[config.mk]
export PLATFORM = sky130hd
export DESIGN_NAME = i2c_target_os
export DESIGN_NICKNAME = d
export VERILOG_FILES = /design/src/rtl/i2c_target_os.sv
export SDC_FILE = /design/constraint.sdc
export NUM_CORES = 1
export LEC_CHECK = 0
export BUFFER_PORTS_ARGS = -buffer_cell sky130_fd_sc_hd__buf_2
export CORE_MARGIN = 2
export CORE_UTILIZATION = 57
export DETAILED_ROUTE_END_ITERATION = 10
export GPL_TIMING_DRIVEN = 1
export PLACE_DENSITY = 0.82
export SETUP_SLACK_MARGIN = 0.5
export SLEW_MARGIN = 20
export SYNTH_ARGS = -nofsm -noshare
export SYNTH_HDL_FRONTEND = slang
export SYNTH_SLANG_ARGS = --single-unit
[constraint.sdc]
create_clock -name clk -period 2.5 [get_ports clk]
set_clock_uncertainty 0.1 [all_clocks]
set_input_delay 0.125 -clock clk [delete_from_list [all_inputs] [get_ports clk]]
set_output_delay 0.125 -clock clk [all_outputs]
set_load 0.1 [all_outputs]
[src/rtl/i2c_target_os.sv]
// I2C target on the system clock: synchronised and glitch-filtered SCL/SDA,
// open-drain SDA drive, and a register-pointer interface with auto-increment.
module i2c_target_os #(
   parameter logic [6:0] TGT_ADDR    = 7'h5A,
   parameter int         REG_AW      = 8,
   parameter int         FILT        = 3,
   parameter int         SYNC_STAGES = 2
) (
   input  logic              clk,
   input  logic              rst,
   input  logic              scl_in,
   input  logic              sda_in,
   output logic              sda_oe,
   output logic [REG_AW-1:0] reg_addr,
   output logic [7:0]        reg_wdata,
   output logic              reg_we,
   input  logic [7:0]        reg_rdata,
   output logic              reg_re,
   output logic              busy
);

   typedef enum logic [3:0] {
      IDLE, ADDR, ACK_ADDR, WR_PTR, ACK_PTR, WR_DATA, ACK_DATA, RD, RD_ACK, WAIT_P
   } state_t;

   localparam logic [2:0]        FILT_M1  = 3'(FILT - 1);
   localparam logic [REG_AW-1:0] ADDR_ONE = REG_AW'(1);

   state_t state, state_nxt;

   logic [SYNC_STAGES-1:0] scl_sync, sda_sync;
   logic [1:0]             raw_s, lvl, lvl_p1;
   logic [1:0][2:0]        fcnt;

   logic       scl_f, sda_f, scl_rise, scl_fall, start_c, stop_c;
   logic [7:0] shift, rx_byte;
   logic [2:0] cnt;
   logic       ack_ph, rw, mack_n;

   logic shift_in, ack_begin, ack_end, rd_load, rd_shift, rd_done, ptr_load, wr_strobe;

   // Stage p0: synchronisers; the bus idles high, so reset to 1
   always_ff @(posedge clk or posedge rst) begin
      if (rst) begin
         scl_sync <= '1;
         sda_sync <= '1;
      end else begin
         scl_sync <= {scl_sync[SYNC_STAGES-2:0], scl_in};
         sda_sync <= {sda_sync[SYNC_STAGES-2:0], sda_in};
      end
   end

   assign raw_s = {sda_sync[SYNC_STAGES-1], scl_sync[SYNC_STAGES-1]};

   // Stage p1: a new level is accepted only after FILT consecutive samples
   always_ff @(posedge clk or posedge rst) begin
      if (rst) begin
         lvl    <= 2'b11;
         lvl_p1 <= 2'b11;
         fcnt   <= '0;
      end else begin
         lvl_p1 <= lvl;
         for (int i = 0; i < 2; i++) begin
            if (raw_s[i] == lvl[i]) begin
               fcnt[i] <= 3'd0;
            end else if (fcnt[i] == FILT_M1) begin
               lvl[i]  <= raw_s[i];
               fcnt[i] <= 3'd0;
            end else begin
               fcnt[i] <= fcnt[i] + 3'd1;
            end
         end
      end
   end

   assign scl_f    = lvl[0];
   assign sda_f    = lvl[1];
   assign scl_rise = lvl[0] & ~lvl_p1[0];
   assign scl_fall = ~lvl[0] & lvl_p1[0];
   assign start_c  = lvl_p1[1] & ~lvl[1] & scl_f;
   assign stop_c   = ~lvl_p1[1] & lvl[1] & scl_f;
   assign rx_byte  = {shift[6:0], sda_f};

   always_ff @(posedge clk or posedge rst) begin
      if (rst) state <= IDLE;
      else     state <= state_nxt;
   end

   always_comb begin
      state_nxt = state;
      if (stop_c) begin
         state_nxt = IDLE;
      end else if (start_c) begin
         state_nxt = ADDR;
      end else begin
         unique case (state)
            ADDR:     if (scl_rise && cnt == 3'd7)
                         state_nxt = (rx_byte[7:1] == TGT_ADDR) ? ACK_ADDR : IDLE;
            ACK_ADDR: if (scl_fall && ack_ph) state_nxt = rw ? RD : WR_PTR;
            WR_PTR:   if (scl_rise && cnt == 3'd7) state_nxt = ACK_PTR;
            ACK_PTR:  if (scl_fall && ack_ph) state_nxt = WR_DATA;
            WR_DATA:  if (scl_rise && cnt == 3'd7) state_nxt = ACK_DATA;
            ACK_DATA: if (scl_fall && ack_ph) state_nxt = WR_DATA;
            RD:       if (scl_fall && cnt == 3'd7) state_nxt = RD_ACK;
            RD_ACK:   if (scl_fall) state_nxt = mack_n ? WAIT_P : RD;
            default:  state_nxt = state;
         endcase
      end
   end

   always_comb begin
      logic ev_ok, in_ack;
      ev_ok     = !start_c && !stop_c;
      in_ack    = (state == ACK_ADDR) || (state == ACK_PTR) || (state == ACK_DATA);
      shift_in  = ev_ok && scl_rise &&
                  ((state == ADDR) || (state == WR_PTR) || (state == WR_DATA));
      ack_begin = ev_ok && scl_fall && in_ack && !ack_ph;
      ack_end   = ev_ok && scl_fall && in_ack && ack_ph;
      rd_load   = (ack_end && (state == ACK_ADDR) && rw) ||
                  (ev_ok && scl_fall && (state == RD_ACK) && !mack_n);
      rd_shift  = ev_ok && scl_fall && (state == RD) && (cnt != 3'd7);
      rd_done   = ev_ok && scl_fall && (state == RD) && (cnt == 3'd7);
      ptr_load  = shift_in && (state == WR_PTR) && (cnt == 3'd7);
      wr_strobe = shift_in && (state == WR_DATA) && (cnt == 3'd7);
      reg_re    = rd_load;
   end

   // Stage p2: shifter, bit counter, SDA drive and register-map interface
   always_ff @(posedge clk or posedge rst) begin
      if (rst) begin
         shift     <= '0;
         cnt       <= '0;
         ack_ph    <= 1'b0;
         rw        <= 1'b0;
         mack_n    <= 1'b1;
         sda_oe    <= 1'b0;
         reg_addr  <= '0;
         reg_wdata <= '0;
         reg_we    <= 1'b0;
         busy      <= 1'b0;
      end else begin
         reg_we <= wr_strobe;
         busy   <= (state_nxt != IDLE);
         if (reg_we || rd_done) reg_addr <= reg_addr + ADDR_ONE;
         if (start_c || stop_c) begin
            shift  <= '0;
            cnt    <= '0;
            ack_ph <= 1'b0;
            sda_oe <= 1'b0;
         end else begin
            if (shift_in) begin
               shift <= rx_byte;
               cnt   <= cnt + 3'd1;
            end
            if (shift_in && state == ADDR && cnt == 3'd7) rw <= sda_f;
            if (ptr_load)  reg_addr  <= REG_AW'(rx_byte);
            if (wr_strobe) reg_wdata <= rx_byte;
            if (ack_begin) begin
               sda_oe <= 1'b1;
               ack_ph <= 1'b1;
            end
            if (ack_end) begin
               sda_oe <= 1'b0;
               ack_ph <= 1'b0;
            end
            // The read load must win over the ACK release on the same fall
            if (rd_load) begin
               shift  <= reg_rdata;
               sda_oe <= ~reg_rdata[7];
            end
            if (rd_shift) begin
               shift  <= {shift[6:0], 1'b0};
               sda_oe <= ~shift[6];
               cnt    <= cnt + 3'd1;
            end
            if (rd_done) begin
               sda_oe <= 1'b0;
               cnt    <= cnt + 3'd1;
            end
            if (state == RD_ACK && scl_rise) mack_n <= sda_f;
         end
      end
   end

endmodule
==> flow_summary.rst <==
.. list-table::
   :header-rows: 1

   * - Metric
     - Value
   * - Run status
     - complete, no violations
   * - Async set-or-reset flop fraction in the synthesized netlist
     - 100%
   * - Min-delay src
     - reg_rdata[4]
   * - Switch share
     - 42.4%
   * - Largest voltage drop on the vdd net
     - 0.000837 V
   * - Synthesized Nets
     - 239
   * - R2R Path Start
     - cnt[0]$_DFFE_PP0P_
   * - Fraction of post-synthesis cell area in the top cell type by area
     - 41.5%
   * - Number of buffers inserted during clock tree synthesis
     - 5
   * - Switching power of the nets
     - 1.53 mW
   * - Maximum Capacitance Violations
     - 0
   * - DRC Markers
     - 0
   * - Detailed-route vias per instance
     - 6.42
   * - Worst path arrival time
     - 2410 ps
   * - Clock tree from TritonCTS
     - built
   * - Total count of max-transition violations in the final report
     - 0
   * - Final critical delay including setup and external delays
     - 2320 ps
   * - Leakage component of the power
     - 1.55 nW
   * - Number of instances in the synthesized netlist
     - 224
   * - Post-route design area
     - 3380 um^2
   * - Synthesized area per cell
     - 11.0 um^2
   * - First-pass GRT wire length
     - 10300 um
   * - Number of antenna violations at the first check in global routing
     - 0
   * - Worst max-slew margin expressed relative to the limit
     - 62.7%
   * - Avg WL per Cell
     - 20.7 um
   * - Pint
     - 2.07 mW
   * - Final estimated routing congestion in global placement
     - 0.943
   * - Count of different cell masters after synthesis
     - 54
   * - Post-CTS clock slew at the launch and capture registers of the worst setup and hold paths
     - 90 ps
   * - Share of final-layout standard cells stronger than drive strength 1
     - 47.2%
   * - Syn Std Cell Area
     - 2470 um^2
   * - Dominant register cell in the synthesized netlist
     - sky130_fd_sc_hd__dfrtp_1
   * - Setup TNS
     - 0 ps
   * - Kind of start point of the critical path
     - flop
   * - Antenna cells
     - 0
   * - DRT antenna net count
     - 0
   * - Dpl hpwl
     - 3840 um
   * - Total chip power
     - 3.60 mW
   * - Clk Tree Root Cell
     - sky130_fd_sc_hd__clkbuf_8
   * - Required time at the worst-slack endpoint
     - 2590 ps
   * - Initial core utilization
     - 60.5%
   * - Area growth syn-to-layout
     - 36.9%
   * - Peak clock frequency supported by timing
     - 0.431 GHz
   * - Setup Crit Path Kind
     - reg2reg
   * - Via count
     - 2267
   * - Top cells by area in the synthesized netlist
     - sky130_fd_sc_hd__dfrtp_1 41%, sky130_fd_sc_hd__dfstp_2 9.6%, sky130_fd_sc_hd__mux2_2 5.9%
   * - Number of H-tree levels
     - 2
   * - DP Area
     - 2790 um^2
   * - DRT Wirelength
     - 7300 um
   * - Total gr overflow
     - 0
   * - Post-Place Worst Slack
     - 239 ps
   * - Share of total power in the clock network
     - 14.6%
   * - Total number of nets in the final design
     - 317
   * - Fillers
     - 205
   * - Type of destination of the critical path
     - flop
   * - Final worst-path cycle share
     - 92.9%
   * - Finish-stage setup viols
     - 0
   * - Power per cell area
     - 1060 nW/um^2
   * - Register bit count reported by yosys
     - 50
   * - Layout Utilization
     - 82.8%
   * - Initial drt markers
     - 223
   * - Max clock buf depth
     - 2
   * - Cell with the most instances after synthesis
     - sky130_fd_sc_hd__dfrtp_1
   * - PortBufs
     - 31
   * - Combined area of the multi-input logic cells
     - 1310 um^2
   * - Core region area
     - 4090 um^2
   * - Sequential standard cell area
     - 1270 um^2
   * - Unrepaired setup endpoints after global routing
     - true
   * - Std-Cell Rows
     - 23
   * - Iteration count of the initial detailed-routing pass
     - 6
   * - Number of global-route vias before repair
     - 2139
   * - Die area
     - 4880 um^2
   * - Biggest area consumer among synthesized cells
     - sky130_fd_sc_hd__dfrtp_1
   * - PnR worst setup slack
     - 179 ps
   * - I/O pin cnt
     - 32
   * - Min-delay worst type
     - in2reg
   * - Sequential share of the synthesized area
     - 51.1%
   * - Die Ht
     - 69.9 um
   * - Number of synthesis warnings
     - 0
   * - Overall die width
     - 69.9 um
   * - Clock sink total
     - 50
   * - Post-synth EDFFs
     - 0
   * - Part of the total power dissipated in sequential elements
     - 36.6%
   * - Clock latency reported for the late side of the worst-skew pair
     - 300 ps
   * - Global router's overall resource usage
     - 26.9%
   * - Biggest fanout along the worst timing path
     - 7
   * - Least-Margin Pin Slew
     - 556 ps
   * - Largest net degree at the start of global routing
     - 51
   * - Combinational power share
     - 48.8%
   * - Startpoint of the most critical setup path
     - cnt[0]$_DFFE_PP0P_
   * - Top cells by count, synth
     - 41 x sky130_fd_sc_hd__dfrtp_1, 21 x sky130_fd_sc_hd__nand2_1, 13 x sky130_fd_sc_hd__mux2_2
   * - Hold Violations, Final
     - 0
## metrics by stage
| stage | hold slack (ps) | instances |
|---|---|---|
| 3_5_place_dp | 84.8 | 304 |
| 4_1_cts | 22.1 | 345 |
| 6_report | 8.77 | 353 |
| 5_1_grt | 20.1 | 353 |
| 3_3_place_gp | 81.2 | 304 |
| 2_1_floorplan | 29.5 | 224 |
## cell type report
cell class / instances / share of cell area (%)
Clock inverter: 1 / 0.259
Multi-Input combinational cell: 157 / 38.7
Clock buffer: 7 / 2.85
Inverter: 7 / 0.776
Tap cell: 50 / 1.85
Timing Repair Buffer: 81 / 18.1
Sequential cell: 50 / 37.4
## cells in the final DEF (no fill, tap or decap), types with 4 or more instances in the layout
cell type                       instances
sky130_fd_sc_hd__dfrtp_1               37
sky130_fd_sc_hd__nor3_1                 4
sky130_fd_sc_hd__dfrtp_2                4
sky130_fd_sc_hd__nand2_1               18
sky130_fd_sc_hd__o21ai_1                7
sky130_fd_sc_hd__mux2_2                13
sky130_fd_sc_hd__buf_2                 30
sky130_fd_sc_hd__dlygate4sd3_1          5
sky130_fd_sc_hd__o21ai_0                4
sky130_fd_sc_hd__buf_4                 31
sky130_fd_sc_hd__clkbuf_8               7
sky130_fd_sc_hd__nor2_1                11
sky130_fd_sc_hd__inv_1                  6
sky130_fd_sc_hd__nor2b_1                7
sky130_fd_sc_hd__nand4_1                5
sky130_fd_sc_hd__a21oi_1                5
sky130_fd_sc_hd__o2bb2ai_2              5
sky130_fd_sc_hd__dfstp_2                9
sky130_fd_sc_hd__nand3_1                4
sky130_fd_sc_hd__xor2_1                 8
sky130_fd_sc_hd__buf_6                 12
## worst max-delay path, stage by stage (launching register included)
cell and delay, ps:
sky130_fd_sc_hd__dfrtp_1 420, sky130_fd_sc_hd__ha_4 170, sky130_fd_sc_hd__ha_4 150, sky130_fd_sc_hd__buf_4 120
sky130_fd_sc_hd__buf_6 110, sky130_fd_sc_hd__nor3_4 40, sky130_fd_sc_hd__a311o_2 460, sky130_fd_sc_hd__buf_6 160
sky130_fd_sc_hd__a22oi_1 370, sky130_fd_sc_hd__o2bb2ai_2 110
## state kept, by name (all words and copies together) (netlist names), 2 cells and up
| register | flops |
|---|---|
| reg_wdata | 8 |
| scl_sync | 2 |
| shift | 7 |
| reg_addr | 8 |
| lvl_p1 | 2 |
| lvl | 2 |
| sda_sync | 2 |
| fcnt | 6 |
| state | 4 |
| cnt | 3 |
## worst paths after layout
kind	slack (ps)	end	cells past startpoint
hold / removal	9	shift[4]$_DFFE_PP0P_	3
hold reg to reg	260	scl_sync[1]$_DFF_PP1_	0
setup / recovery	180	shift[2]$_DFFE_PP0P_	9
min in group asynchronous	310	reg_wdata[5]$_DFFE_PP0P_	4
max in group asynchronous	1690	mack_n$_DFFE_PP1P_	4
setup reg to reg	180	shift[2]$_DFFE_PP0P_	9
## cells by family after synthesis
kind of cell	after synthesis	share of synthesized area (%)
AOI/OAI and AO/OA	48	14.8
xor gates and xnor gates	11	3.90
adders and majority gates	3	1.52
buffers and inverters	17	3.29
DFF	50	51.1
muxes	18	8.05
and+or+nand+nor	77	17.4
## layer usage
layer	routed length, um	global-route usage [%]	vias to the layer above
li1	-	-	977
met3	485	4.04	50
met4	517	12.2	0
met2	3440	43.3	134
met1	2860	36.4	1106
met5	0	0	-
## power groups by stage
stage | sequential [mW] | clock, mW | combinational [mW]
after global placement | 1.29 | 0 | 1.13
after CTS | 1.27 | 0.525 | 1.45
after detailed placement | 1.31 | 0 | 1.17
final | 1.32 | 0.526 | 1.75
after floorplan | 1.40 | 0 | 0.835
after global routing | 1.35 | 0.566 | 1.83
## what timing repair did
item / CTS / global route
cloned: 1 / 0
hold buffers: 5 / 0
endpoints found under the setup margin: 30 / 29
pin swaps: 13 / 7
resized for setup: 26 / 19
hold endpoints to repair: 45 / 0
setup buffers: 27 / 8
No activity file was read; power rests on OpenSTA's default activity.
